[src/rtl/miic_reg_seq.sv]
// miic_reg_seq: turns one register read/write request into the START/STOP-flagged byte ops of the IIC engine
module miic_reg_seq #(
    parameter int          ADDR_BYTES = 1,
    parameter int unsigned OP_TIMEOUT = 1000000
) (
    input  logic        clk,
    input  logic        rst_n,
    input  logic        req_valid,
    output logic        req_ready,
    input  logic        req_rnw,
    input  logic [6:0]  req_dev_addr,
    input  logic [15:0] req_reg_addr,
    input  logic [7:0]  req_wr_data,
    output logic        resp_valid,
    output logic [7:0]  resp_rd_data,
    output logic        resp_nack,
    output logic        resp_timeout,
    output logic        op_valid,
    output logic        op_start,
    output logic        op_stop,
    output logic        op_rnw,
    output logic [7:0]  op_wr_data,
    input  logic [7:0]  op_rd_data,
    input  logic        op_ack,
    input  logic        op_err,
    output logic        ops_rst
);
    typedef enum logic [3:0] {IDLE, DEVW, REGH, REGL, WDATA, DEVR, RDATA, ABORT, ERR, RESP} state_t;
    state_t state, state_nxt, seq_nxt;
    logic        rnw_q;
    logic [6:0]  dev_q;
    logic [15:0] reg_q;
    logic [7:0]  wr_q;
    logic [31:0] wdog;
    logic        accept, ack, expire, in_op, launch, rd_op, nack;

    assign accept     = req_valid && req_ready;
    assign ack        = op_valid && op_ack;
    assign expire     = op_valid && !op_ack && wdog == 32'd1;
    assign in_op      = state inside {DEVW, REGH, REGL, WDATA, DEVR, RDATA, ABORT};
    assign launch     = accept || (in_op && !op_valid);
    assign rd_op      = state inside {RDATA, ABORT};
    assign nack       = ack && op_err && !rd_op;
    assign req_ready  = state == IDLE;
    assign resp_valid = state == RESP;
    assign op_start   = state == DEVW || state == DEVR;
    assign op_stop    = state inside {WDATA, RDATA, ABORT};
    assign op_rnw     = rd_op;
    assign op_wr_data = state == DEVW  ? {dev_q, 1'b0} :
                        state == REGH  ? reg_q[15:8] :
                        state == REGL  ? reg_q[7:0] :
                        state == WDATA ? wr_q :
                        state == DEVR  ? {dev_q, 1'b1} : 8'h00;

    // State register
    always_ff @(posedge clk or negedge rst_n)
        if (!rst_n) state <= IDLE;
        else state <= state_nxt;

    // Next state: advance on ack, divert on NACK (WDATA already carried STOP) or watchdog expiry
    always_comb begin
        seq_nxt   = state == DEVW ? (ADDR_BYTES == 2 ? REGH : REGL) :
                    state == REGH ? REGL :
                    state == REGL ? (rnw_q ? DEVR : WDATA) :
                    state == DEVR ? RDATA : RESP;
        state_nxt = state == IDLE ? (accept ? DEVW : IDLE) :
                    state == ERR  ? RESP :
                    state == RESP ? IDLE :
                    expire        ? ERR :
                    nack          ? (state == WDATA ? RESP : ABORT) :
                    ack           ? seq_nxt : state;
    end

    // Request capture, op_valid handshake with one idle cycle between ops, watchdog and response flags
    always_ff @(posedge clk or negedge rst_n) begin
        if (!rst_n) begin
            rnw_q        <= 1'b0;
            dev_q        <= '0;
            reg_q        <= '0;
            wr_q         <= '0;
            wdog         <= '0;
            op_valid     <= 1'b0;
            ops_rst      <= 1'b0;
            resp_rd_data <= '0;
            resp_nack    <= 1'b0;
            resp_timeout <= 1'b0;
        end else begin
            ops_rst <= expire;
            if (accept) begin
                rnw_q        <= req_rnw;
                dev_q        <= req_dev_addr;
                reg_q        <= req_reg_addr;
                wr_q         <= req_wr_data;
                resp_nack    <= 1'b0;
                resp_timeout <= 1'b0;
            end
            if (launch) begin
                op_valid <= 1'b1;
                wdog     <= OP_TIMEOUT;
            end else begin
                if (ack || expire) op_valid <= 1'b0;
                if (op_valid && !op_ack) wdog <= wdog - 32'd1;
            end
            if (nack) resp_nack <= 1'b1;
            if (expire) resp_timeout <= 1'b1;
            if (ack && state == RDATA) resp_rd_data <= op_rd_data;
        end
    end
endmodule

[config.mk]
export PLATFORM = sky130hd
export DESIGN_NAME = miic_reg_seq
export DESIGN_NICKNAME = d
export VERILOG_FILES = /design/src/rtl/miic_reg_seq.sv
export SDC_FILE = /design/constraint.sdc
export NUM_CORES = 1
export LEC_CHECK = 0
export BUFFER_PORTS_ARGS = -buffer_cell sky130_fd_sc_hd__buf_2
export CAP_MARGIN = 25
export CORE_ASPECT_RATIO = 0.5
export CORE_MARGIN = 2
export CORE_UTILIZATION = 60
export DETAILED_ROUTE_END_ITERATION = 12
export GPL_TIMING_DRIVEN = 0
export MAX_ROUTING_LAYER = met4
export PLACE_DENSITY = 0.85
export SETUP_SLACK_MARGIN = 0.15
export SLEW_MARGIN = 25
export SYNTH_ARGS = -nofsm -noshare
export SYNTH_HDL_FRONTEND = slang
export SYNTH_SLANG_ARGS = --single-unit
[constraint.sdc]
create_clock -name clk -period 6.5 [get_ports clk]
set_clock_uncertainty 0.2 [all_clocks]
set_input_delay 0.325 -clock clk [delete_from_list [all_inputs] [get_ports clk]]
set_output_delay 0.325 -clock clk [all_outputs]
set_load 0.005 [all_outputs]
# Yosys cells after proc, flatten, opt, wreduce, memory -nomap -nowiden
# Index checks and enable logic that the tools add are counted.
dict set report word_totals {
  ff_bits 80
  latchBits 0
  ramBits 0
  mem_bits_ro 0
  input_bits 45
  output_inout_bits 25
  word_cells 70
  mem_count 0
}
dict set report op_classes {
  add_sub_neg 1
  mul 0
  div_mod_pow 0
  magnitude_cmp 0
  n_eq_ne 10
  shifts 0
  mux 25
  bitwise_logic 0
  n_reduce_logical 23
}
# op n
set ops {}
lappend ops {{$mux W32} 2}
lappend ops {{$mux W4} 11}
lappend ops {{$mux W8} 5}
lappend ops {{$eq A32 B1 Y1 const B} 1}
lappend ops {{$sub A32 B1 Y32 const B} 1}
lappend ops {{$eq A4 B3 Y1 const B} 4}
lappend ops {{$reduce_bool A2 Y1} 5}
lappend ops {{$eq A4 B2 Y1 const B} 2}
lappend ops {{$eq A4 B4 Y1 const B} 2}
lappend ops {{$logic_and A1 B1 Y1} 8}
lappend ops {{$mux W1} 7}
lappend ops {{$reduce_bool A7 Y1} 1}
lappend ops {{$reduce_bool A6 Y1} 1}
lappend ops {{$eq A4 B1 Y1 const B} 1}
lappend ops {{$logic_not A4 Y1} 1}
lappend ops {{$logic_not A1 Y1} 3}
lappend ops {{$logic_or A1 B1 Y1} 3}
lappend ops {{$reduce_bool A3 Y1} 1}

# Depth between registers and ports, before layout
# Gate-level depths: netlist of run 1.
dict set report depth {
  depth_word 11
  depth_mapped 7
  mapped_depth_nobuf 7
}

# Worst setup path after synthesis of run 1
# No wires, ideal clock.
dict set report synth_timing {
  kind {register -> register}
  start {register wdog[6]}
  end {register wdog[27]}
  setup_time_ns 0.124
  arrival_time_ns 2.026
  t_required_ns 6.176
  setup_slack_ns 4.150
  stages_incl_launch_ff 7
  n_path_buf 1
  synth_period_minus_slack_ns 2.350
  path_cell_list {dfrtp_1 -> nor4_4 -> nand4b_2 -> or4_1 -> buf_2 -> o311a_1 -> a211o_1}
}
dict set report synth_via {
  elab_chain_cells 3
}
# element line_no
set synth_rtl {}
lappend synth_rtl {{from (decl)} 34} ;# logic [31:0] wdog;
lappend synth_rtl {{from (signal assigned)} 102} ;# if (op_valid && !op_ack) wdog <= wdog - 32'd1;
lappend synth_rtl {{$sub A32 B1 Y32} 102}
lappend synth_rtl {{$mux W32} 102}
lappend synth_rtl {{$mux W32} 97} ;# if (launch) begin
# Every way passes these cells. The select of a mux whose other input is x is not followed.
# A chain may end at the register's enable or synchronous reset.

# Worst setup path after layout of run 1
dict set report layout_timing {
  start {register state[0]}
  end {output port op_wr_data[1]}
}
dict set report layout_via {
  elab_chain_cells 6
  word_cells_on_any_way 10
  classes_between {eq/ne (5); mux (5)}
}
# element line_no
set layout_rtl {}
lappend layout_rtl {{from (decl)} 29} ;# state_t state, state_nxt, seq_nxt;
lappend layout_rtl {{from (signal assigned)} 58} ;# else state <= state_nxt;
lappend layout_rtl {{$eq A4 B3 Y1} 53} ;# state == DEVR ? {dev_q, 1'b1} : 8'h00;
lappend layout_rtl {{$mux W8} 53}
lappend layout_rtl {{$mux W8} 52} ;# state == WDATA ? wr_q :
lappend layout_rtl {{$mux W8} 51} ;# state == REGL ? reg_q[7:0] :
lappend layout_rtl {{$mux W8} 50} ;# state == REGH ? reg_q[15:8] :
lappend layout_rtl {{$mux W8 *} 49} ;# assign op_wr_data = state == DEVW ? {dev_q, 1'b0} :
lappend layout_rtl {{to (decl)} 22} ;# output logic [7:0] op_wr_data,
# Mark *: on every way between the ends. The rest lies on a longest branch, timed or not.

==> metrics.txt, run 1 <==
nets@finish 493; TritonCTS Buffers 9; I/O Buffers 69; max cap viols 0; post-synthesis sequential area ratio 0.510; CP startpoint state[0]$_DFFE_PN0P_; clock power share 0.284; most common cell after layout, fill and taps aside dfrtp_1; Sw Pwr 0.716 mW; H-tree level count 3; Top delay family on crit path buffers and inverters; worst path bufs/invs 3; FF-to-FF Start wdog[14]$_DFFE_PN0P_; Int Pwr 1.38 mW; initial antenna violation count 0; Hold Startpoint req_wr_data[5]; Place WS 3920 ps; Skew-Pair Late Insertion Delay 340 ps; DP Wirelength ~6500 um; CTS root buffer clkbuf_16; Post-synth ARST share 1.00; Mapped Cells 364; commonest cells after routing, fill and taps aside dfrtp_1 (80), buf_2 (69), mux2_2 (40); Core ar. between 0.006 and 0.007 sq mm; Pleak 2.19 nW; Tot GR Track Use 0.282; HP Class in -> reg; CP max stage cell clkbuf_1; top_reg_cell synth dfrtp_1; most used cell, CP clkbuf_1; Initial Utilization 0.633; share of layout cells above drive strength 1 0.317; routed vias/inst between 5 and 6; die height 61.2 um; Synth Cell Area 0.00393 sq mm; #FFs+latches synth 80; Max rail drop VDD between 0.0003 and 0.0004 V; final setup TNS 0 ps; Final Max Tran Viols 0; # IOs 70; Startpoint Class flip-flop; total number of vias 3,187; maximum clock frequency 0.346 GHz; Hold Fails Final Rpt 0; DIE AREA 0.00725 sq mm; largest net degree at the start of global routing 45; crit path max fanout 10; vias in the first global route 3,175; Final ANT Viol Nets 0; Critical Path End Type output pin; Syn Area/Cell 10.8 sq um; CTS tree done; period utilisation layout 0.445; antenna cells 0; Least-Margin Pin Slew between 600 and 700 ps; critical path class reg -> out; First-pass DRT Iterations 5; RD Place Congestion 0.958; first-pass GRT wire length roughly 15,000 um; CTS sink count 80; max incr delay on CP approximately 520 ps; Initial DRC Count 205; final setup margin 3610 ps; minimum clock period 2890 ps; Finished Core Util 0.769; CP Cell Sequence clkbuf_1, clkbuf_1, a22oi_1, o22ai_1, buf_2; status finished clean; Max Buffers Root-to-Sink 2; Synth cell types 51; Worst slew margin 0.555; DRC 0; pwr/cell area 439 mW/mm^2; Sw Ratio 0.342; Ys Warns 0; Die X 118 um; global route total overflow 0; CTS clk-pin slew, worst paths 60 ps; sequential cell fraction of total power 0.363; unrepaired setup endpoints after global routing false; Gate power share 0.353; Critical Path RT just under 6000 ps; Setup Viol. Count Final 0; routed length per instance approximately 17 um; WP data arrival 2370 ps; WL final roughly 9300 um; # rows 20; post-synth net total between 400 and 500; Area Growth Syn to Fin 21.6%; EDFF count, synth 0
synthesized netlist by cell type (all sizes together), types with 2 or more instances:
| cell type | count | area, sq um |
|---|---|---|
| xor2 | 2 | 17.5 |
| mux2 | 40 | 450 |
| nor4 | 12 | 111 |
| a21oi | 10 | 50.1 |
| o22a | 2 | 17.5 |
| nand4 | 4 | 31.3 |
| nor3 | 11 | 60.1 |
| or2 | 3 | 18.8 |
| nand3b | 3 | 22.5 |
| o21ai | 14 | 70.1 |
| dfrtp | 80 | 2000 |
| ha | 2 | 25.0 |
| inv | 5 | 18.8 |
| mux2i | 9 | 90.1 |
| or4 | 8 | 68.8 |
| nor2 | 34 | 128 |
| clkbuf | 12 | 45.0 |
| buf | 2 | 8.75 |
| o22ai | 6 | 37.5 |
| a211oi | 2 | 15.0 |
| nand2b | 5 | 31.3 |
| nand3 | 11 | 55.1 |
| or3 | 10 | 66.3 |
| nor2b | 3 | 18.8 |
| a22oi | 7 | 52.6 |
| nand2 | 33 | 124 |
| xnor2 | 14 | 123 |
| o211ai | 5 | 37.5 |
cells by family after synthesis:
family	count (synthesis)	synth area share
DFF	80	0.510
and+or+nand+nor	143	0.201
muxes	49	0.138
buffers and inverters	19	0.0185
xor gates and xnor gates	16	0.0357
AOI/OAI and AO/OA	55	0.0908
adders and majority gates	2	0.00637
per-stage QoR:
stage                     hold slack (ps)  area [sq um]  cells  total power [mW]
final                                15.7          4770    539              2.09
after global routing                 11.9          4770    539              2.20
after CTS                            7.50          4770    539              2.09
after detailed placement              118          4400    522              1.48
after global placement                258          4380    521              1.43
after floorplan                      -171          3930    364              1.23
area by class of cell:
| class | count | area, sq um |
|---|---|---|
| plain buffers | 14 | 53.8 |
| clock buffers | 12 | 256 |
| clock inverters | 4 | 98.8 |
| fillers | 412 | 1430 |
| inverters | 5 | 18.8 |
| multi-input cells | 265 | 1860 |
| flip-flops and latches | 80 | 2000 |
| well taps | 88 | 110 |
| repair buffers | 71 | 378 |
sequential cells by signal (all words and copies together) (netlist names):
name / cells
resp_rd_data: 8
dev_q: 7
wr_q: 8
resp_timeout: 1
state: 4
resp_nack: 1
op_valid: 1
reg_q: 16
ops_rst: 1
rnw_q: 1
wdog: 32
path summary, 6_finish.rpt:
| path | depth (start not counted) | endpoint | slack, ps |
|---|---|---|---|
| worst max register to register | 6 | wdog[27]$_DFFE_PN0P_ | 3920 |
| worst min-delay path | 2 | wr_q[5]$_DFFE_PN0P_ | 20 |
| min in group asynchronous | 2 | wdog[13]$_DFFE_PN0P_ | 290 |
| max in group asynchronous | 3 | dev_q[6]$_DFFE_PN0P_ | 5210 |
| worst max-delay path | 5 | op_wr_data[1] | 3610 |
| worst min register to register | 2 | resp_nack$_DFFE_PN0P_ | 280 |
worst reg2reg max path: cells and delay by family (launching register included):
family | cells | cell delay, ps
simple gates | 3 | 1090
compound gates | 2 | 570
flops | 1 | 420
buf+inv | 1 | 180
power groups by stage:
stage / clock, mW / combinational, mW / sequential, mW
final: 0.595 / 0.738 / 0.761
after global routing: 0.620 / 0.807 / 0.775
after CTS: 0.599 / 0.733 / 0.756
after detailed placement: 0 / 0.719 / 0.765
after global placement: 0 / 0.678 / 0.750
after floorplan: 0 / 0.487 / 0.739
layer usage:
metal	GRT usage	up-vias	share of wire
li1	-	1488	-
met1	0.333	1580	0.43
met2	0.492	103	0.51
met3	0.0676	16	0.049
met4	0.0969	0	0.011
met5	-	-	0
what timing repair did:
item | in CTS | in global routing
hold endpoints to repair | 36 | 0
endpoints found under the setup margin | 0 | 0
buffers inserted | 0 | 0
resized for setup | 0 | 0
hold buffers | 1 | 0
(Power assumes the default switching activity.)
==> run 2, diff against run 1 <==
--- a/config.mk
+++ b/config.mk
@@ -9,11 +9,11 @@
 export CAP_MARGIN = 25
 export CORE_ASPECT_RATIO = 0.5
 export CORE_MARGIN = 2
-export CORE_UTILIZATION = 60
+export CORE_UTILIZATION = 56
 export DETAILED_ROUTE_END_ITERATION = 12
 export GPL_TIMING_DRIVEN = 0
 export MAX_ROUTING_LAYER = met4
-export PLACE_DENSITY = 0.85
+export PLACE_DENSITY = 0.8
 export SETUP_SLACK_MARGIN = 0.15
 export SLEW_MARGIN = 25
 export SYNTH_ARGS = -nofsm -noshare
==> constraint.sdc (replaced) <==
create_clock -name clk -period 2.8 [get_ports clk]
set_clock_uncertainty 0.2 [all_clocks]
set_input_delay 0.14 -clock clk [delete_from_list [all_inputs] [get_ports clk]]
set_output_delay 0.14 -clock clk [all_outputs]
set_load 0.005 [all_outputs]
==> metrics.txt, run 2 (synthesis results as in run 1) <==
most common cell after layout, fill and taps aside dfrtp_1; maximum clock frequency 0.393 GHz; antenna cells 0; worst reg-to-reg setup slack 260 ps; Core ar. ~0.0067 sq mm; WHS 60.2 ps; status finished clean; WL final around 12,000 um; crit path max fanout 10; routed length per instance 20.0 um; critical path class reg -> out; DP Wirelength 6140 um; initial antenna violation count 0; most used cell, CP nand2b_1; total number of vias 3,594; Worst slew margin 0.500; Finished Layout Cells 587; WP data arrival 2210 ps; routed vias/inst 6.12; max incr delay on CP ~470 ps; Initial DRC Count 384; Critical Path End Type output pin; Area Growth Syn to Fin 33.1%; I/O Buffers 69; Startpoint Class flip-flop; Least-Margin Pin Slew approximately 750 ps; Setup Viol. Count Final 0; Pleak 2.38 nW; TritonCTS Buffers 9; nets@finish 538; final setup TNS 0 ps; CTS root buffer clkbuf_16; CTS sink count 80; Critical Path RT 2460 ps; DIE AREA 0.00774 sq mm; period utilisation layout 0.909; Final Max Tran Viols 0; first-pass GRT wire length 19,400 um; First-pass DRT Iterations 5; Layout Cell Area excl Fill between 0.005 and 0.006 sq mm; # IOs 70; placed insts 526; CP max stage cell clkbuf_1; # rows 21; largest net degree at the start of global routing 55; HP Class in -> async; Tot GR Track Use 0.341; CTS tree done; placed cell area 0.00442 sq mm; Initial Utilization 0.584; Largest register FFs 32; vias in the first global route roughly 3,800; Final ANT Viol Nets 0; commonest cells after routing, fill and taps aside dfrtp_1 (80), buf_2 (69), dlygate4sd3_1 (44); H-tree level count 3; Max rail drop VDD 0.000672 V; DRC 0; Max Buffers Root-to-Sink 2; CTS clk-pin slew, worst paths 60 ps; Top delay family on crit path buffers and inverters; Skew-Pair Late Insertion Delay 350 ps; max cap viols 0; unrepaired setup endpoints after global routing false; Die X 122 um; most flop-heavy register wdog; minimum clock period 2550 ps; RD Place Congestion 0.896; global route total overflow 0; share of layout cells above drive strength 1 0.307; Largest regs wdog: 32 flops, reg_q: 16 flops; pwr/cell area 963 mW/mm^2; CP Cell Sequence clkbuf_1, nand2b_1, nand2b_1, o22ai_1, buf_2; worst path bufs/invs 2; Hold Fails Final Rpt 0; die height 63.2 um
[run 2: changes by cell type in the layout (fill, tap and decap cells not counted), sizes merged]
cell         before  now
clkinvlp          0    1
dlygate4sd3       1   44
clkbuf           24   22
buf              72   74
inv               6    5
bufinv            3    2
clkinv            0    2
[run 2: area by class of cell]
type / instances / area, sq um
inverter: 5 / 18.8
timing repair buffer: 116 / 831
clock inverter: 5 / 81.3
clock buffer: 10 / 239
sequential: 80 / 2000
multi-input combinational: 265 / 1880
fill: 388 / 1500
tap: 92 / 115
buffer: 14 / 57.6
[run 2: report_power, final]
part / total (mW) / switching [mW] / leakage (nW) / internal [mW]
sequential: 1.82 / 0.295 / 0.999 / 1.52
combinational: 1.94 / 1.12 / 1.22 / 0.822
clock: 1.27 / 0.473 / 0.155 / 0.800
[run 2: final timing paths]
check                                    startpoint                  endpoint  cells after the start
setup / recovery               state[1]$_DFFE_PN0P_             op_wr_data[4]                      5
hold / removal                                rst_n      reg_q[9]$_DFFE_PN0P_                      2
setup reg to reg               wdog[26]$_DFFE_PN0P_      state[0]$_DFFE_PN0P_                      5
hold reg to reg            resp_timeout$_DFFE_PN0P_  resp_timeout$_DFFE_PN0P_                      1
max in group asynchronous                     rst_n      wdog[30]$_DFFE_PN0P_                      3
min in group clk                             op_ack      op_valid$_DFFE_PN0P_                      3
[run 2: per-layer routing]
layer,vias up,global-route usage,wire length (um)
met5,-,-,0
met4,0,0.168,564
met3,69,0.103,902
met2,219,0.533,5660
met1,1738,0.406,4610
li1,1568,-,-
[run 2: repair_timing]
item / 4_1_cts / 5_1_grt
endpoints found under the hold margin: 122 / 0
endpoints found under the setup margin: 0 / 53
resized for setup: 0 / 11
hold buffers: 44 / 0
setup buffers: 0 / 2
[run 2: metrics by stage]
stage	total power, mW	util	setup slack, ps
floorplan	2.85	-	450
global placement	3.36	0.652	299
global route	5.26	0.777	152
CTS	4.76	0.770	231
finish	5.03	0.777	255
detailed placement	3.43	0.657	262
